--- config.mk ---
export PLATFORM = sky130hd
export DESIGN_NAME = frame_stream_reader
export DESIGN_NICKNAME = d
export VERILOG_FILES = /design/src/rtl/frame_stream_reader.sv
export SDC_FILE = /design/constraint.sdc
export NUM_CORES = 1
export LEC_CHECK = 0
export BUFFER_PORTS_ARGS = -buffer_cell sky130_fd_sc_hd__buf_2
export CAP_MARGIN = 10
export CORE_ASPECT_RATIO = 2
export CORE_UTILIZATION = 40
export DETAILED_ROUTE_END_ITERATION = 8
export GPL_ROUTABILITY_DRIVEN = 0
export PLACE_DENSITY = 0.65
export SLEW_MARGIN = 15
export SYNTH_ARGS = -nofsm -noshare
export SYNTH_HDL_FRONTEND = slang
export SYNTH_SLANG_ARGS = --single-unit
--- constraint.sdc ---
create_clock -name clk_in -period 4.3 [get_ports clk_in]
set_input_delay 1.075 -clock clk_in [delete_from_list [all_inputs] [get_ports clk_in]]
set_output_delay 1.075 -clock clk_in [all_outputs]
set_load 0.01 [all_outputs]
--- src/rtl/frame_stream_reader.sv ---
// frame_stream_reader: replays a stored raster frame from a BRAM frame buffer as a
// valid/ready pixel stream tagged with hcount/vcount. Reads are issued against a
// credit (FIFO occupancy + reads still in flight) so the skid FIFO can always absorb
// every word that returns, no matter how long the consumer stalls.
module frame_stream_reader #(
  parameter int WIDTH      = 240,
  parameter int HEIGHT     = 320,
  parameter int PIX_W      = 7,
  parameter int ADDR_W     = 17,
  parameter int READ_LAT   = 2,
  parameter int FIFO_DEPTH = 4
) (
  input  logic              clk_in,
  input  logic              rst_in,
  input  logic              start_in,
  output logic [ADDR_W-1:0] addr_out,
  input  logic [PIX_W-1:0]  bram_data_in,
  output logic [PIX_W-1:0]  pixel_out,
  output logic [10:0]       hcount_out,
  output logic [9:0]        vcount_out,
  output logic              valid_out,
  input  logic              ready_in,
  output logic              busy_out,
  output logic              frame_done_out
);

  localparam int PTR_W = (FIFO_DEPTH > 1) ? $clog2(FIFO_DEPTH) : 1;
  localparam int CNT_W = $clog2(FIFO_DEPTH + 1);
  localparam logic [ADDR_W-1:0] ADDR_LAST = ADDR_W'(WIDTH * HEIGHT - 1);
  localparam logic [10:0]       H_LAST    = 11'(WIDTH - 1);
  localparam logic [9:0]        V_LAST    = 10'(HEIGHT - 1);
  localparam logic [PTR_W-1:0]  PTR_LAST  = PTR_W'(FIFO_DEPTH - 1);
  localparam logic [CNT_W:0]    CREDITS   = (CNT_W + 1)'(FIFO_DEPTH);
  localparam logic [CNT_W-1:0]  FULL_CNT  = CNT_W'(FIFO_DEPTH);

  typedef enum logic [1:0] {IDLE, ISSUE, DRAIN} state_t;

  state_t state, state_next;

  logic [ADDR_W-1:0] next_addr;
  logic [ADDR_W-1:0] last_addr;
  logic [READ_LAT-1:0] pipe;
  logic [CNT_W-1:0] inflight;
  logic [PIX_W-1:0] mem [FIFO_DEPTH];
  logic [PTR_W-1:0] wr_ptr, rd_ptr;
  logic [CNT_W-1:0] fifo_count;
  logic [10:0] hcount;
  logic [9:0]  vcount;

  logic start_ok, credit_ok, issue, last_issue, busy;
  logic push, pop, fifo_valid, last_xfer;

  assign start_ok   = start_in && (state == IDLE);
  assign push       = pipe[READ_LAT-1];
  assign fifo_valid = (fifo_count != '0);
  assign pop        = fifo_valid && ready_in;
  assign last_xfer  = pop && (hcount == H_LAST) && (vcount == V_LAST);
  assign last_issue = issue && (next_addr == ADDR_LAST);

  // Count reads that have been issued but whose data has not yet landed
  always_comb begin
    inflight = '0;
    for (int i = 0; i < READ_LAT; i++) begin
      inflight = inflight + CNT_W'(pipe[i]);
    end
  end

  // A read may only go out if its returning word is guaranteed a FIFO slot
  assign credit_ok = ({1'b0, fifo_count} + {1'b0, inflight}) < CREDITS;

  // State register
  always_ff @(posedge clk_in or posedge rst_in) begin
    if (rst_in) state <= IDLE;
    else        state <= state_next;
  end

  // Next-state logic: issue all addresses, then wait for the final transfer
  always_comb begin
    state_next = state;
    case (state)
      IDLE:    if (start_in)   state_next = ISSUE;
      ISSUE:   if (last_issue) state_next = DRAIN;
      DRAIN:   if (last_xfer)  state_next = IDLE;
      default: state_next = IDLE;
    endcase
  end

  // State-decoded outputs: read strobe and busy flag
  always_comb begin
    issue = 1'b0;
    busy  = 1'b0;
    case (state)
      ISSUE:   begin issue = credit_ok; busy = 1'b1; end
      DRAIN:   busy = 1'b1;
      default: ;
    endcase
  end

  // Address generator: addr_out shows the address being issued, else the last one issued
  always_ff @(posedge clk_in or posedge rst_in) begin
    if (rst_in) begin
      next_addr <= '0;
      last_addr <= '0;
    end else if (start_ok) begin
      next_addr <= '0;
    end else if (issue) begin
      last_addr <= next_addr;
      if (next_addr != ADDR_LAST) next_addr <= next_addr + ADDR_W'(1);
    end
  end

  assign addr_out = issue ? next_addr : last_addr;

  // Read-latency tracker: a marker walks alongside each read until its data is valid
  always_ff @(posedge clk_in or posedge rst_in) begin
    if (rst_in) begin
      pipe <= '0;
    end else begin
      pipe[0] <= issue;
      for (int i = 1; i < READ_LAT; i++) pipe[i] <= pipe[i-1];
    end
  end

  // Skid FIFO storage: no reset needed, the head is masked whenever the FIFO is empty
  always_ff @(posedge clk_in) begin
    if (push) mem[wr_ptr] <= bram_data_in;
  end

  // Skid FIFO pointers and occupancy
  always_ff @(posedge clk_in or posedge rst_in) begin
    if (rst_in) begin
      wr_ptr     <= '0;
      rd_ptr     <= '0;
      fifo_count <= '0;
    end else begin
      if (push) wr_ptr <= (wr_ptr == PTR_LAST) ? '0 : wr_ptr + PTR_W'(1);
      if (pop)  rd_ptr <= (rd_ptr == PTR_LAST) ? '0 : rd_ptr + PTR_W'(1);
      case ({push, pop})
        2'b10:   fifo_count <= fifo_count + CNT_W'(1);
        2'b01:   fifo_count <= fifo_count - CNT_W'(1);
        default: ;
      endcase
    end
  end

  // The credit check makes a push into a full FIFO impossible
  assert property (@(posedge clk_in) disable iff (rst_in)
                   !(push && !pop && (fifo_count == FULL_CNT)));

  // Output raster position: advances on every transfer, wraps at line and frame end
  always_ff @(posedge clk_in or posedge rst_in) begin
    if (rst_in) begin
      hcount <= '0;
      vcount <= '0;
    end else if (start_ok) begin
      hcount <= '0;
      vcount <= '0;
    end else if (pop) begin
      if (hcount == H_LAST) begin
        hcount <= '0;
        vcount <= (vcount == V_LAST) ? '0 : vcount + 10'd1;
      end else begin
        hcount <= hcount + 11'd1;
      end
    end
  end

  assign valid_out      = fifo_valid;
  assign pixel_out      = fifo_valid ? mem[rd_ptr] : '0;
  assign hcount_out     = hcount;
  assign vcount_out     = vcount;
  assign busy_out       = busy;
  assign frame_done_out = last_xfer;

endmodule

==> results of run 1 <==
==> critical path, cell delays in order (launching register included) <==
cell	delay [ns]
dfrtp_1	0.44
ha_1	0.20
a21oi_1	0.22
nand3_1	0.10
buf_4	0.23
inv_1	0.30
mux2_2	0.39
buf_2	0.14
==> sequential cells by signal (all words and copies together), names as in the netlist <==
register	flops
mem	28
last_addr	17
next_addr	17
hcount_out	11
vcount_out	10
fifo_count	3
pipe	2
rd_ptr	2
state	2
wr_ptr	2
==> report_power, final <==
| part | total, mW | switching [mW] | internal (mW) |
|---|---|---|---|
| logic | 1.25 | 0.692 | 0.556 |
| clock network | 0.812 | 0.353 | 0.459 |
| registers | 1.33 | 0.190 | 1.14 |
==> final timing paths <==
check                         startpoint       endpoint  cells past startpoint
setup / recovery           fifo_count[0]   addr_out[16]                      7
hold / removal                   pipe[0]        pipe[1]                      0
setup reg to reg                state[1]  vcount_out[9]                      7
hold reg to reg                  pipe[0]        pipe[1]                      0
max in group asynchronous         rst_in  vcount_out[2]                      3
min in group asynchronous         rst_in   last_addr[1]                      2
==> area by class of cell <==
class	count	area, µm²
well taps	142	177.7
multi-input cells	290	1979
repair buffers	63	327.8
clock buffers	9	225.2
fillers	1067	5936
flip-flops and latches	94	2492
inverters	18	67.56
clock inverters	7	80.08
==> per-stage QoR <==
step                      setup slack [ns]  instance area, µm²  instances
after floorplan                      1.532                4609        420
after global placement               1.224                5045        607
after detailed placement             1.208                5045        607
after CTS                           0.8293                5350        623
after global routing                0.6615                5350        623
final                               0.8540                5350        623
==> routing by layer <==
layer  vias to the layer above  GRT usage, %  share of wire (%)
met3                        11         3.383                2.7
met2                        59         32.28                 56
met4                         0         8.907                2.2
met5                         -             0                  0
li1                       1588             -                  -
met1                      1605         18.44                 39
==> cells in the final DEF (no fill, tap or decap), types with 8 or more instances in the layout <==
cell type  Yosys  layout
o21ai_0       15      15
xnor2_1       13      13
ha_1          15      15
clkbuf_16      0       9
nand2_1       17      17
buf_2          2      58
inv_1         17      16
edfxtp_1      28      28
xor2_1        15      15
mux2_2        19      19
nor2_1        85      85
o31ai_1        8       8
nor2b_1        9       9
dfrtp_1       66      66
nand3_1       12      12
==> kinds of logic after synthesis <==
kind of cell | Yosys count
simple gates | 172
flops | 94
compound gates | 46
buf+inv | 36
xor+xnor | 28
mux | 28
fa+ha+maj | 16
==> flow_summary.yaml, run 1 <==
clock_network:
  postCtsSetupBuffers: 0
  clkSinkCount: 94
  h-tree-depth: 3
  numCtsBuffers: 9
  cts_tree: "yes"
  clockRootBuffer: "clkbuf_16"
  clock_latency_ns: 0.35
  path_clk_slew_ns: 0.06
  clk_path_buf_depth: 2
  post_cts_resized: 0
  cts_hold_buf: 0
timing:
  final-max-slew-violation-count: 0
  holdWs_ns: 0.3956
  tns_ns: 0
  rsz0062_at_grt: "no"
  slew_headroom_pct: 27.72
  post-route-period-util_pct: 80.14
  period_needed_ns: 3.446
  report.final.setup_viol: 0
  hold_viol: 0
  worst_pin_slew_ns: 1.076
  fmax_mhz: 290.2
  finClkSkew_ns: 0.008352
critical_path:
  criticalPathCategory: "flip-flop to primary output"
  worstSetupEndpointType: "primary output"
  crit_required_ns: 3.22
  cp_max_fo: 20
  crit_path_start_kind: "flip-flop"
  r2r_setup_slack_ns: 1.88
  critical_path_arrival_ns: 2.37
die:
  initial_core_util_pct: 40.84
  die_y_um: 153.8
  fp.coreArea_um2: 11290
  die_area_um2: 11980
  die_w_um: 77.91
  rows: 55
  io_pins: 59
yosys:
  yosysWarningCount: 0
  yosysTopAreaCell: "dfrtp_1"
  syn_nets: 447
  yosys-top-cells-area: "dfrtp_1, edfxtp_1, nor2_1, mux2_2, ha_1"
  synthArstFlopShare_pct: 70.21
  synth_compound_area_share_pct: 6.298
  yosys-mux-area-fraction_pct: 8.496
  yosys.area_share.simple_pct: 18.32
  synthAdderAreaFrac_pct: 4.506
  ys_seq_area_share_pct: 54.07
  synth_cell_type_count: 45
  yosysMostFrequentCell: "nor2_1"
  avgSynthCellArea_um2: 10.97
  synth_top_family_by_area: "simple AND/OR/NAND/NOR gates"
  syn_area_um2: 4609
  ys_seq_elements: 94
  netlist_instances: 420
  synthXorXnorAreaFrac_pct: 5.320
  synth_edf_count: 28
  ys.flop_type: "dfrtp_1"
  synth_common_cells: "nor2_1, dfrtp_1, edfxtp_1"
  synth_top_area_share_pct: 35.83
detailed_routing:
  drc: 2
  via_per_inst: 5.238
  drt-wirelength-per-cell_um: 15.38
  dr_total_vias: 3263
  finalWirelength_mm: 9.584
  antenna_left: 0
  dr.pass1.iters: 6
  drt_iter0_drc: 190
cells_and_area:
  drive_gt1_share_pct: 22.25
  syn_to_final_growth_pct: 16.07
  fin_util_pct: 47.41
  nets: 503
  n_antenna_cell: 0
pwr:
  power_mw: 3.385
  p_per_area_nw_per_um2: 632.7
  ir_drop_v: 0.0002807
  p_leak_nw: 2.341
global_route:
  antenna_found_initial: 0
  grt_usage_pct: 17.49
  grt_max_degree: 48
  overflow: 0
  grt_pass1_wl_mm: 16.01
  grt_pass1_vias: 3265
worst_hold_path:
  hold_class: "flip-flop to flip-flop"
job:
  maxCapViolCount: 0
place:
  portBuffers: 58
  dp_hpwl_mm: 6.818
run_status:
  violations: "DRC"
  status: "complete, but fails checks"
(Power assumes the default switching activity.)
==> inputs of run 2 (changes only) <==
--- a/config.mk
+++ b/config.mk
@@ -11,7 +11,7 @@
 export CORE_UTILIZATION = 40
 export DETAILED_ROUTE_END_ITERATION = 8
 export GPL_ROUTABILITY_DRIVEN = 0
-export PLACE_DENSITY = 0.65
+export PLACE_DENSITY = 0.67
 export SLEW_MARGIN = 15
 export SYNTH_ARGS = -nofsm -noshare
 export SYNTH_HDL_FRONTEND = slang
==> constraint.sdc (replaced) <==
create_clock -name clk_in -period 2.8 [get_ports clk_in]
set_input_delay 0.7 -clock clk_in [delete_from_list [all_inputs] [get_ports clk_in]]
set_output_delay 0.7 -clock clk_in [all_outputs]
set_load 0.01 [all_outputs]
==> run 2 against run 1 <==
Compared with the run above: the flow now finishes without violations; final cell count rose by 1.4%; combinational power is 63% higher; clock power up 47%; routed wire length is 4.8% higher; highest routed layer unchanged; count of clock-buffer cells in the layout unchanged; flip-flop and latch count unchanged.
==> flow_summary.yaml, run 2 (synthesis gave the netlist of run 1 again) <==
cells_and_area:
  finalInstanceArea_um2: 5477
  nets: 512
  layoutNonFillerInstCount: 632
  final_common_cell: "nor2_1"
  final_cell_mix: "nor2_1, dfrtp_1, buf_2, edfxtp_1, mux2_2"
  syn_to_final_growth_pct: 18.81
  regMostFlops: "mem"
  fin_util_pct: 48.53
  fillerInstances: 1078
  largest_reg_flops: 28
  n_antenna_cell: 0
  drive_gt1_share_pct: 25.31
  top_regs: "mem x28, last_addr x17, next_addr x17"
critical_path:
  criticalPathCategory: "flip-flop to primary output"
  crit_path_start_kind: "flip-flop"
  ff2ff_path_depth: 5
  r2r-end: "vcount_out[7]"
  worstSetupEndpointType: "primary output"
  cp_max_fo: 9
  r2r_start: "vcount_out[7]"
  critical_path_arrival_ns: 2.01
  crit_required_ns: 2.10
  r2r_setup_slack_ns: 0.65
run_status:
  status: "finished, final reports clean"
worst_hold_path:
  hold_class: "primary input to asynchronous set/reset pin"
pwr:
  power_mw: 5.268
  p_leak_nw: 2.391
  ir_drop_v: 0.0004010
  p_per_area_nw_per_um2: 961.9
clock_network:
  clkSinkCount: 94
  clock_latency_ns: 0.35
  cts_tree: "yes"
  numCtsBuffers: 9
  h-tree-depth: 3
  clk_path_buf_depth: 2
  path_clk_slew_ns: 0.07
  clockRootBuffer: "clkbuf_16"
  cts_hold_buf: 0
timing:
  slew_headroom_pct: 50.02
  finClkSkew_ns: 0.01108
  hold_viol: 0
  holdWs_ns: 0.3646
  final-max-slew-violation-count: 0
  period_needed_ns: 2.707
  fmax_mhz: 369.5
  rsz0062_at_grt: "no"
  tns_ns: 0
  report.final.setup_viol: 0
  finalWorstSetupSlack_ns: 0.09335
  worst_pin_slew_ns: 0.7433
  post-route-period-util_pct: 96.67
detailed_routing:
  dr.pass1.iters: 4
  drt_iter0_drc: 157
  antenna_left: 0
  finalWirelength_mm: 10.04
  via_per_inst: 5.316
  dr_total_vias: 3360
  drc: 0
  drt-wirelength-per-cell_um: 15.89
die:
  io_pins: 59
  die_w_um: 77.91
  die_y_um: 153.8
  fp.coreArea_um2: 11290
  initial_core_util_pct: 40.84
  die_area_um2: 11980
  rows: 55
global_route:
  grt_pass1_vias: 3406
  antenna_found_initial: 0
  grt_max_degree: 26
  grt_pass1_wl_mm: 16.62
  overflow: 0
  grt_usage_pct: 18.01
place:
  place_area_um2: 5110
  portBuffers: 58
  dpl.cell_count: 614
  dp_hpwl_mm: 7.139
  dp_slack_ns: 0.2838
job:
  maxCapViolCount: 0
[run 2: changes by cell type in the layout (fill, tap and decap cells not counted), moves of 2 or more]
cell	change
dfrtp_1	-2
clkinvlp_4	+2
dfrtp_2	+2
buf_12	+2
nand3_1	-2
buf_4	+6
[run 2: how the worst max path moves through the flow]
stage / end / startpoint / cells after the start
after floorplan: fifo_count[0] / rst_in / 1
after global placement: addr_out[0] / fifo_count[0] / 6
after detailed placement: addr_out[11] / fifo_count[0] / 6
after CTS: frame_done_out / vcount_out[6] / 4
after global routing: addr_out[7] / fifo_count[0] / 6
final: frame_done_out / vcount_out[7] / 4
[run 2: timing repair]
action                     4_1_cts  5_1_grt
buffers inserted                 0        1
gates resized for setup          4        7
setup endpoints to repair       16       18
cloned                           0        1
pin swaps                        0        1
hold endpoints to repair         0        0
[run 2: final cells by class]
cell class	instances	area, µm²	area share, %
clock buffer	9	225.2	4.112
clock inverter	7	61.31	1.119
inverter	18	67.56	1.234
multi-input combinational	290	2012	36.74
sequential	94	2495	45.56
tap	142	177.7	3.244
timing repair buffer	72	437.9	7.996
[run 2: layer usage]
layer | vias to the layer above | share of wire (%) | global-route usage (%)
li1 | 1611 | - | -
met1 | 1675 | 38 | 18.81
met2 | 58 | 57 | 33.92
met3 | 16 | 2.5 | 3.205
met4 | 0 | 2.5 | 8.554
met5 | - | 0 | 0
[run 2: critical path: stages (launching register included)]
cell,delay (ns)
dfrtp_1,0.47
or4b_1,0.56
or3_4,0.37
nor3_2,0.12
buf_2,0.15
[run 2: where the power goes]
| group | internal [mW] | switching, mW | leakage, nW |
|---|---|---|---|
| Combinational | 0.944 | 1.10 | 1.15 |
| Sequential | 1.75 | 0.292 | 1.11 |
| Clock | 0.620 | 0.571 | 0.135 |
